File: src/rtl/serial_rx_port.sv
// serial_rx_port: 8N1 UART receiver (LSB first) feeding a first-word-fall-through
// byte FIFO, with sticky framing and overrun flags for the SoC register decoder.
module serial_rx_port #(
  parameter int CLK_DIV = 104,
  parameter int DEPTH   = 8
) (
  input  logic                   clk,
  input  logic                   reset,
  input  logic                   serial_rx,
  input  logic                   rd_pop,
  input  logic                   clr_err,
  output logic [7:0]             data_out,
  output logic                   data_avail,
  output logic [$clog2(DEPTH):0] fifo_level,
  output logic                   frame_err,
  output logic                   overrun
);

  localparam int AW = $clog2(DEPTH);
  localparam int LW = AW + 1;

  localparam logic [15:0]   HALF_LOAD = 16'(CLK_DIV / 2 - 1);
  localparam logic [15:0]   BIT_LOAD  = 16'(CLK_DIV - 1);
  localparam logic [AW-1:0] PTR_ONE   = AW'(1'b1);
  localparam logic [LW-1:0] LVL_ONE   = LW'(1'b1);
  localparam logic [LW-1:0] LVL_ZERO  = LW'(1'b0);
  localparam logic [LW-1:0] LVL_FULL  = LW'(DEPTH);

  typedef enum logic [2:0] {
    ST_IDLE  = 3'd0,
    ST_START = 3'd1,
    ST_DATA  = 3'd2,
    ST_STOP  = 3'd3,
    ST_BREAK = 3'd4
  } rx_state_t;

  logic            sync1_r;
  logic            rxs_r;
  rx_state_t       state_r;
  rx_state_t       state_nxt_s;
  logic [15:0]     cnt_r;
  logic [15:0]     cnt_nxt_s;
  logic [2:0]      bit_idx_r;
  logic [2:0]      bit_idx_nxt_s;
  logic [7:0]      shift_r;
  logic [7:0]      shift_nxt_s;
  logic            push_s;
  logic            ferr_set_s;

  logic [7:0]      mem_r [DEPTH];
  logic [AW-1:0]   wr_ptr_r;
  logic [AW-1:0]   rd_ptr_r;
  logic [LW-1:0]   level_r;
  logic [LW-1:0]   level_nxt_s;
  logic            fifo_full_s;
  logic            fifo_empty_s;
  logic            pop_s;
  logic            wr_en_s;
  logic            ovr_set_s;
  logic            frame_err_r;
  logic            overrun_r;

  // Two-flop synchronizer for the asynchronous line; idles high.
  always_ff @(posedge clk or posedge reset) begin
    if (reset) begin
      sync1_r <= 1'b1;
      rxs_r   <= 1'b1;
    end else begin
      sync1_r <= serial_rx;
      rxs_r   <= sync1_r;
    end
  end

  // Receiver state, bit timer, bit index and shift register.
  always_ff @(posedge clk or posedge reset) begin
    if (reset) begin
      state_r   <= ST_IDLE;
      cnt_r     <= 16'd0;
      bit_idx_r <= 3'd0;
      shift_r   <= 8'h00;
    end else begin
      state_r   <= state_nxt_s;
      cnt_r     <= cnt_nxt_s;
      bit_idx_r <= bit_idx_nxt_s;
      shift_r   <= shift_nxt_s;
    end
  end

  // Frame decoding: start-bit qualification at mid-bit, 8 data samples, stop check.
  always_comb begin
    state_nxt_s   = state_r;
    cnt_nxt_s     = cnt_r;
    bit_idx_nxt_s = bit_idx_r;
    shift_nxt_s   = shift_r;
    push_s        = 1'b0;
    ferr_set_s    = 1'b0;
    case (state_r)
      ST_IDLE: begin
        if (!rxs_r) begin
          cnt_nxt_s   = HALF_LOAD;
          state_nxt_s = ST_START;
        end else begin
          state_nxt_s = ST_IDLE;
        end
      end
      ST_START: begin
        if (cnt_r == 16'd0) begin
          if (rxs_r) begin
            state_nxt_s = ST_IDLE;
          end else begin
            cnt_nxt_s     = BIT_LOAD;
            bit_idx_nxt_s = 3'd0;
            state_nxt_s   = ST_DATA;
          end
        end else begin
          cnt_nxt_s = cnt_r - 16'd1;
        end
      end
      ST_DATA: begin
        if (cnt_r == 16'd0) begin
          shift_nxt_s = {rxs_r, shift_r[7:1]};
          cnt_nxt_s   = BIT_LOAD;
          if (bit_idx_r == 3'd7) begin
            state_nxt_s = ST_STOP;
          end else begin
            bit_idx_nxt_s = bit_idx_r + 3'd1;
          end
        end else begin
          cnt_nxt_s = cnt_r - 16'd1;
        end
      end
      ST_STOP: begin
        if (cnt_r == 16'd0) begin
          if (rxs_r) begin
            push_s      = 1'b1;
            state_nxt_s = ST_IDLE;
          end else begin
            ferr_set_s  = 1'b1;
            state_nxt_s = ST_BREAK;
          end
        end else begin
          cnt_nxt_s = cnt_r - 16'd1;
        end
      end
      ST_BREAK: begin
        // A held-low line reports one framing error, then waits for release.
        if (rxs_r) begin
          state_nxt_s = ST_IDLE;
        end else begin
          state_nxt_s = ST_BREAK;
        end
      end
      default: begin
        state_nxt_s = ST_IDLE;
      end
    endcase
  end

  // FIFO push/pop arbitration; a pop on a full FIFO frees the slot the push needs.
  always_comb begin
    fifo_full_s  = (level_r == LVL_FULL);
    fifo_empty_s = (level_r == LVL_ZERO);
    pop_s        = rd_pop & ~fifo_empty_s;
    wr_en_s      = push_s & (~fifo_full_s | pop_s);
    ovr_set_s    = push_s & fifo_full_s & ~pop_s;
    if (wr_en_s && !pop_s) begin
      level_nxt_s = level_r + LVL_ONE;
    end else if (pop_s && !wr_en_s) begin
      level_nxt_s = level_r - LVL_ONE;
    end else begin
      level_nxt_s = level_r;
    end
  end

  // FIFO storage, pointers and fill level.
  always_ff @(posedge clk or posedge reset) begin
    if (reset) begin
      for (int i = 0; i < DEPTH; i++) begin
        mem_r[i] <= 8'h00;
      end
      wr_ptr_r <= {AW{1'b0}};
      rd_ptr_r <= {AW{1'b0}};
      level_r  <= LVL_ZERO;
    end else begin
      if (wr_en_s) begin
        mem_r[wr_ptr_r] <= shift_r;
        wr_ptr_r        <= wr_ptr_r + PTR_ONE;
      end
      if (pop_s) begin
        rd_ptr_r <= rd_ptr_r + PTR_ONE;
      end
      level_r <= level_nxt_s;
    end
  end

  // Sticky error flags; a same-cycle set beats clr_err.
  always_ff @(posedge clk or posedge reset) begin
    if (reset) begin
      frame_err_r <= 1'b0;
      overrun_r   <= 1'b0;
    end else begin
      frame_err_r <= ferr_set_s | (frame_err_r & ~clr_err);
      overrun_r   <= ovr_set_s | (overrun_r & ~clr_err);
    end
  end

  assign data_out   = mem_r[rd_ptr_r];
  assign data_avail = ~fifo_empty_s;
  assign fifo_level = level_r;
  assign frame_err  = frame_err_r;
  assign overrun    = overrun_r;

endmodule

File: config.mk
export PLATFORM = sky130hd
export DESIGN_NAME = serial_rx_port
export DESIGN_NICKNAME = d
export VERILOG_FILES = /design/src/rtl/serial_rx_port.sv
export SDC_FILE = /design/constraint.sdc
export NUM_CORES = 1
export LEC_CHECK = 0
export CORE_MARGIN = 4
export CORE_UTILIZATION = 60
export DETAILED_ROUTE_END_ITERATION = 6
export GPL_TIMING_DRIVEN = 0
export MAX_ROUTING_LAYER = met4
export PLACE_DENSITY = 0.79
export SYNTH_ARGS = -nofsm -noshare
export SYNTH_HDL_FRONTEND = slang
export SYNTH_SLANG_ARGS = --single-unit
File: constraint.sdc
create_clock -name clk -period 10.45 [get_ports clk]
set_input_delay 2.09 -clock clk [delete_from_list [all_inputs] [get_ports clk]]
set_output_delay 2.09 -clock clk [all_outputs]
set_load 0.05 [all_outputs]
# Word-level counts from Yosys, hierarchy flattened

Cells that the tools add are included.

Bitwise operators: 15
Reductions and logical operators: 15
Add/subtract/negate cells: 6
Magnitude comparators: 3
Equal/unequal tests: 15
Muxes and demuxes: 33

Operators with widths:

| cell                    | number |
|---|---|
| $mux W16                | 5 |
| $bwmux W64              | 1 |
| $pmux W16 S4            | 1 |
| $mux W3                 | 9 |
| $bmux W8 S3             | 1 |
| $demux W8 S3            | 1 |
| $mux W8                 | 3 |
| $logic_not A16 Y1       | 1 |
| $ne A2 B2 Y1 const B    | 8 |
| $sub A16 B1 Y16 const B | 1 |
| $pmux W3 S5             | 1 |
| $add A3 B1 Y3 const B   | 3 |
| $ge A4 B4 Y1 const B    | 2 |
| $mux W4                 | 2 |
| $not A3 Y4              | 2 |
| $reduce_and A4 Y1       | 2 |
| $mux W1                 | 7 |
| $and A1 B1 Y1           | 6 |
| $eq A3 B2 Y1 const B    | 2 |
| $eq A3 B3 Y1 const B    | 2 |
| $pmux W3 S2             | 1 |
| $reduce_and A5 Y1       | 1 |
| $add A4 B1 Y4 const B   | 1 |
| $eq A4 B4 Y1 const B    | 1 |
| other kinds (14)        | 23 |

Flip-flop bits (word level): 108
Output and inout port bits: 15

# Depth between registers and ports, before layout

Gate-level depths: netlist (run 1).

Depth after elaboration: 9
Depth in mapped cells: 13

# Worst setup path before layout (run 1)

No wires, ideal clock.

Kind: reg-to-output
Start: reg rd_ptr_r[0]
End: out data_out[0]
Data required time: 8.360 ns
Buffers on the path: 2
Path slack: 6.108 ns
Arrival: 2.252 ns
Cell stages (with the launch flop): 5
Cells stage by stage: dfrtp_1 > clkbuf_1 > buf_1 > mux4_2 > mux2_2

Cells in the longest elaborated chain, start to end: 4

Ends and longest elaborated chain:

| what                                       | RTL line | source |
|---|---|---|
| start: declaration                         | 52       | `logic [AW-1:0] rd_ptr_r;` |
| start signal: assignment                   | 182      | `rd_ptr_r <= {AW{1'b0}};` |
| start signal: assignment                   | 190      | `rd_ptr_r <= rd_ptr_r + PTR_ONE;` |
| $not A3 Y4 (implied by the code)           | 207      | `assign data_out = mem_r[rd_ptr_r];` |
| $bmux W8 S3                                | 207      |  |
| $mux W8 (implied by the code) (2 in a row) | 207      |  |
| end: declaration                           | 12       | `output logic [7:0] data_out,` |

Every way passes these cells. The select of a mux whose other input is x is not followed.

# Final worst setup path (run 1)

Start: reg rd_ptr_r[0]
End: out data_out[3]

The elaborated chain is that of the path after synthesis.

==> results of run 1 <==
-- metal layers --
metal  routed length (um)  vias up  track usage
met2                 5250       78        0.367
met4                  134        0       0.0515
met3                  459       10       0.0491
li1                     -     1592            -
met5                    0        -            -
met1                 4590     1752        0.294
-- cells in the final DEF (no fill, tap or decap), types with 9 or more instances in the layout --
cell type and n:
a21oi_1 14, buf_1 12, clkbuf_1 12, clkbuf_8 10, clkdlybuf4s50_1 19, dfrtp_1 106, ha_1 9, inv_1 9
mux2_2 83, mux4_2 16, nand2_1 19, nor2_1 23, o21ai_0 13
-- sequential cells by signal, indices dropped and copies added (netlist names) --
| name | count |
|---|---|
| frame_err | 1 |
| bit_idx_r | 3 |
| fifo_level | 4 |
| cnt_r | 16 |
| mem_r | 64 |
| rxs_r | 1 |
| overrun | 1 |
| rd_ptr_r | 3 |
| shift_r | 8 |
| wr_ptr_r | 3 |
| sync1_r | 1 |
| state_r | 3 |
-- layout make-up --
cell class / count / share of cell area
sequential: 108 / 0.462
multi-input combinational: 273 / 0.426
timing repair buffer: 20 / 0.0372
clock buffer: 12 / 0.0248
tap: 108 / 0.0231
buffer: 23 / 0.0154
inverter: 10 / 0.00684
clock inverter: 4 / 0.00406
-- synthesized netlist by cell type, types with 4 or more instances --
master / number
a21oi_1: 14
buf_1: 12
clkbuf_1: 10
dfrtp_1: 106
ha_1: 9
inv_1: 10
mux2_2: 83
mux4_2: 16
nand2_1: 19
nand2b_1: 6
nand3_1: 7
nand4_1: 4
nor2_1: 23
nor3_1: 4
nor4_1: 4
o211ai_1: 4
o21ai_0: 13
or4_1: 6
xnor2_1: 7
xor2_1: 5
-- logic make-up after synthesis --
logic type	share of synthesized area
and+or+nand+nor	0.112
AOI/OAI and AO/OA	0.0681
adders and majority gates	0.0249
xor gates and xnor gates	0.0197
muxes	0.243
buffers and inverters	0.0240
DFF	0.508
-- power by group --
| part | internal [mW] | leakage, nW | switching [mW] |
|---|---|---|---|
| logic | 0.0759 | 1.11 | 0.114 |
| registers | 0.433 | 1.47 | 0.0153 |
| clock network | 0.0933 | 0.0905 | 0.138 |
| total | 0.602 | 2.67 | 0.267 |
-- worst max-delay path, cell delays in order, from the launching register on --
cell and delay [ns]:
dfrtp_1 0.37, clkbuf_1 0.54, buf_1 0.76, mux4_2 0.61
mux2_2 0.30, clkdlybuf4s50_1 0.70
-- how the worst max path moves through the flow --
stage,start,to,slack [ns],depth (start not counted)
after detailed placement,rd_ptr_r[0],data_out[3],5.01,5
after global placement,reset,mem_r[16],4.06,2
after global routing,rd_ptr_r[0],data_out[3],4.40,5
after CTS,rd_ptr_r[0],data_out[3],4.58,5
after floorplan,reset,bit_idx_r[0],5.52,1
final,rd_ptr_r[0],data_out[3],4.71,5
-- stage by stage --
| stage | area (um^2) | power, mW |
|---|---|---|
| global route | 5850 | 0.914 |
| CTS | 5850 | 0.879 |
| detailed placement | 5680 | 0.651 |
| floorplan | 5330 | 0.593 |
| global placement | 5650 | 0.644 |
| finish | 5850 | 0.869 |
==> out/metrics.cfg, run 1 <==
[cts]
clockRootBuffer=clkbuf_8
cts-resized-gates=0
cts_max_level=3
cts.path.max_buffers=2
cts_tree=done
clock-sinks=108
post_cts_buffers=0
cts_buffers=9
clkTransAtPathRegs_ns=0.09
holdBufCountCts=0
clk-insertion-delay-late_ns=0.37

[timing]
tightest_slew_ns=1.23
hold_slack_ns=0.360
finalSetupViolations=0
finalCritPeriodShare=0.550
skew_ns=0.00968
fmax_ghz=0.174
rsz0062_at_grt=false
slew_headroom=0.157
drv_slew=0
setup_tns_ns=0
finalHoldViolations=0
fin_crit_ns=5.74
fin_ws_ns=4.71

[yosys]
synth_top_area_frac=0.498
ys_ff_latch=108
synthTopCellsByArea=dfrtp_1 (50%), mux2_2 (18%), mux4_2 (6.8%)
async_flop_share=1.00
synth.avg_cell_area_um2=12.9
synth_fp_nets=429
ys_warn_count=0
postSynthCellCount=414
yosysUniqueCellTypes=54
synth_area_um2=5330
synthFlopType=dfrtp_1
ys_seq_area_frac=0.508
synth_edf_count=0
synth_largest_area_cell=dfrtp_1

[global_routing]
antenna_found_initial=0
gr-usage-all-layers=0.226
grt_max_degree=76
grt-ovfl-total=0
grt_pass1_wl_um=17500
grt_pass1_vias=3461

[route]
vias=3432
routed_via_density=6.15
drc=0
avgRoutedWirePerCell_um=18.7
drt_iter0_markers=225
drtPass1Iterations=4
routed_wl_um=10400
postRouteAntennaNets=0

[critical_path]
critical_path_class=register to output pin
start_kind=register
reg2reg_depth=13
worst-path-max-fanout=10
cp.arrival_ns=3.65
rr_endpoint=fifo_level[3]
cp-end-kind=output pin
r2r-start=cnt_r[0]
rrSetupSlack_ns=7.01
cp.required_ns=8.36

[floorplanning]
num_rows=34
die_area_um2=10400
initial_utilization=0.614
die_y_um=102
core_area_um2=8680
io_pins=20
die_x_um=102

[finish]
fin_nets=460
num_antenna_cells=0
finalNonFillerCells=558
area_growth_pct=9.84
drive_above_1_share=0.296
multi_input_area_um2=2490
nFillCells=652
seqCellArea_um2=2710
utilization=0.674

[place]
portBuffers=19
dp.cells=542
gp_congestion=0.883
preCtsSetupSlack_ns=5.01
dp_hpwl_um=7060

[worst_hold_path]
hp-start=sync1_r
min_to=rxs_r
hold_path.class=register to register
min_delay_path_depth=0

[power]
power_density_nw_per_um2=149
p_leak_nw=2.67
peakVddDrop_v=0.0000834

[status]
outcome=finished, final reports clean

[run]
maxCapViolations=0

No activity file was read; power rests on OpenSTA's default activity.
==> run 2: changes to the inputs <==
==> constraint.sdc (replaced) <==
create_clock -name clk -period 5.4 [get_ports clk]
set_input_delay 1.08 -clock clk [delete_from_list [all_inputs] [get_ports clk]]
set_output_delay 1.08 -clock clk [all_outputs]
set_load 0.05 [all_outputs]
==> results of run 2 <==
Same layout as run 1 (identical final DEF). Status: finished, final reports clean.
Main changes from that run: setup slack after placement 5.01 ns -> 0.970 ns; setup slack after layout 4.71 ns -> 0.667 ns; register-to-register setup slack 7.01 ns -> 1.96 ns; total power 0.869 mW -> 1.68 mW; worst IR drop on VDD 0.0000834 V -> 0.000161 V
==> run 3: changes to the inputs <==
--- a/config.mk
+++ b/config.mk
@@ -5,6 +5,7 @@
 export SDC_FILE = /design/constraint.sdc
 export NUM_CORES = 1
 export LEC_CHECK = 0
+export CAP_MARGIN = 30
 export CORE_MARGIN = 4
 export CORE_UTILIZATION = 60
 export DETAILED_ROUTE_END_ITERATION = 6
==> run 3 against run 2 <==
Flip-flop and latch count stayed put. Critical path depth grew 1. Hold slack gained 0.0024 ns. Global-route usage is 0.29 points higher. Largest cell class unchanged.
==> out/metrics.cfg, run 3 (synthesized netlist as in run 1, its figures left out) <==
[status]
outcome=finished, final reports clean

[cts]
cts_tree=done
clk-insertion-delay-late_ns=0.38  ; about the same
holdBufCountCts=0  ; unchanged
cts-resized-gates=0  ; unchanged
clockRootBuffer=clkbuf_8
clkTransAtPathRegs_ns=0.11  ; +0.02 ns
clock-sinks=108  ; unchanged
cts_max_level=3  ; unchanged
cts.path.max_buffers=2  ; unchanged
post_cts_buffers=0  ; unchanged
cts_buffers=9  ; unchanged

[critical_path]
worstPathCellList=clkbuf_1 -> buf_1 -> buf_8 -> mux4_2 -> mux2_2 -> clkdlybuf4s50_1
worst-path-max-fanout=8  ; -2
cp-end-kind=output pin
critical_path_class=register to output pin
cpPeakStageDelay_ns=0.70  ; -0.06 ns
cp.required_ns=4.32
rr_endpoint=fifo_level[3]
cp_top_family=buffers and inverters
reg2reg_depth=13  ; unchanged
start_kind=register
r2r-start=cnt_r[0]
cp.arrival_ns=3.38  ; -0.27 ns
crit_buf_inv=4  ; +1
cp_slowest_cell=clkdlybuf4s50_1
rrSetupSlack_ns=1.83

[global_routing]
gr-usage-all-layers=0.228  ; +0.00288
grt_pass1_wl_um=17700  ; +1.5%
grt-ovfl-total=0  ; unchanged
antenna_found_initial=0  ; unchanged
grt_pass1_vias=3476  ; +0.43%
grt_max_degree=76  ; unchanged

[run]
maxCapViolations=0  ; unchanged

[finish]
reg.largest.list=mem_r (64), cnt_r (16), shift_r (8)
fin_nets=463  ; +0.65%
nFillCells=646  ; -0.92%
area_growth_pct=10.9
seqCellArea_um2=2710  ; unchanged
num_antenna_cells=0  ; unchanged
final_cell_mix=dfrtp_1 (106), mux2_2 (83), nor2_1 (23)
largest-register=mem_r
final_common_cell=dfrtp_1
utilization=0.680  ; +0.00620
largest_reg_flops=64  ; unchanged
drive_above_1_share=0.302  ; +0.00687
multi_input_area_um2=2490  ; unchanged

[worst_hold_path]
hp-start=sync1_r
min_delay_path_depth=0  ; unchanged
min_to=rxs_r
hold_path.class=register to register

[route]
drt_iter0_markers=189  ; -16%
routed_wl_um=10600  ; +1.7%
routed_via_density=6.16  ; +0.10%
drtPass1Iterations=4  ; unchanged
vias=3454  ; +0.64%
avgRoutedWirePerCell_um=18.9  ; +1.2%
postRouteAntennaNets=0  ; unchanged
drc=0  ; unchanged

[timing]
skew_ns=0.0255  ; +0.0158 ns
finalHoldViolations=0  ; unchanged
fin_ws_ns=0.937
tightest_slew_ns=0.918  ; -0.315 ns
drv_slew=0  ; unchanged
setup_tns_ns=0  ; unchanged
finalCritPeriodShare=0.826
fmax_ghz=0.224
fin_crit_ns=4.46
finalSetupViolations=0  ; unchanged
rsz0062_at_grt=false
slew_headroom=0.385  ; +0.228

[power]
peakVddDrop_v=0.000157
power_density_nw_per_um2=296
p_leak_nw=2.69  ; +0.83%
power.total_mw=1.75

[place]
portBuffers=19  ; unchanged
preCtsSetupSlack_ns=0.969
dp_hpwl_um=7070  ; +0.17%
gp_congestion=0.883  ; unchanged

[floorplanning]
io_pins=20  ; unchanged
num_rows=34  ; unchanged
die_area_um2=10400  ; unchanged
initial_utilization=0.614  ; unchanged
die_y_um=102  ; unchanged
die_x_um=102  ; unchanged
core_area_um2=8680  ; unchanged

==> run 3: changes by cell type in the layout (fill, tap and decap cells not counted) <==
cell	previous run	this run
buf_1	12	13
buf_2	0	1
buf_8	0	1
clkbuf_1	12	10
clkbuf_8	10	9
clkinv_2	3	0
clkinv_4	0	1
clkinv_8	0	1
clkinvlp_4	0	1
inv_8	0	3
==> run 3: final cells by class <==
class                      instances  area share
buffer                            23      0.0153
clock buffer                       9      0.0210
clock inverter                     7      0.0127
inverter                          10     0.00678
multi-input combinational        273       0.422
sequential                       108       0.458
tap                              108      0.0229
timing repair buffer              23      0.0409
==> run 3: per-layer routing <==
layer  GRT usage  wire length [um]  vias to the layer above
met3      0.0259               366                        9
met4      0.0737                99                        0
met5           -                 0                        -
li1            -                 -                     1605
met2       0.364              5410                       78
met1       0.310              4740                     1762
==> run 3: how the worst max path moves through the flow <==
stage | from | to | cells past startpoint
6_report | rd_ptr_r[0] | data_out[6] | 6
5_1_grt | rd_ptr_r[0] | data_out[6] | 6
4_1_cts | rd_ptr_r[0] | data_out[3] | 5
3_5_place_dp | rd_ptr_r[0] | data_out[3] | 5
3_3_place_gp | reset | mem_r[16] | 2
2_1_floorplan | reset | bit_idx_r[0] | 1
==> run 3: per-stage QoR <==
| stage | instances | cell area, um^2 | hold slack, ns |
|---|---|---|---|
| after global placement | 541 | 5650 | 0.346 |
| after global routing | 561 | 5900 | 0.373 |
| final | 561 | 5900 | 0.363 |
| after detailed placement | 544 | 5690 | 0.347 |
| after CTS | 560 | 5890 | 0.364 |
| after floorplan | 414 | 5330 | 0.345 |
==> run 3: power by group <==
part	leakage [nW]	internal, mW	switching (mW)
clock	0.0985	0.184	0.310
combinational	1.12	0.159	0.228
sequential	1.47	0.838	0.0309
total	2.69	1.18	0.568
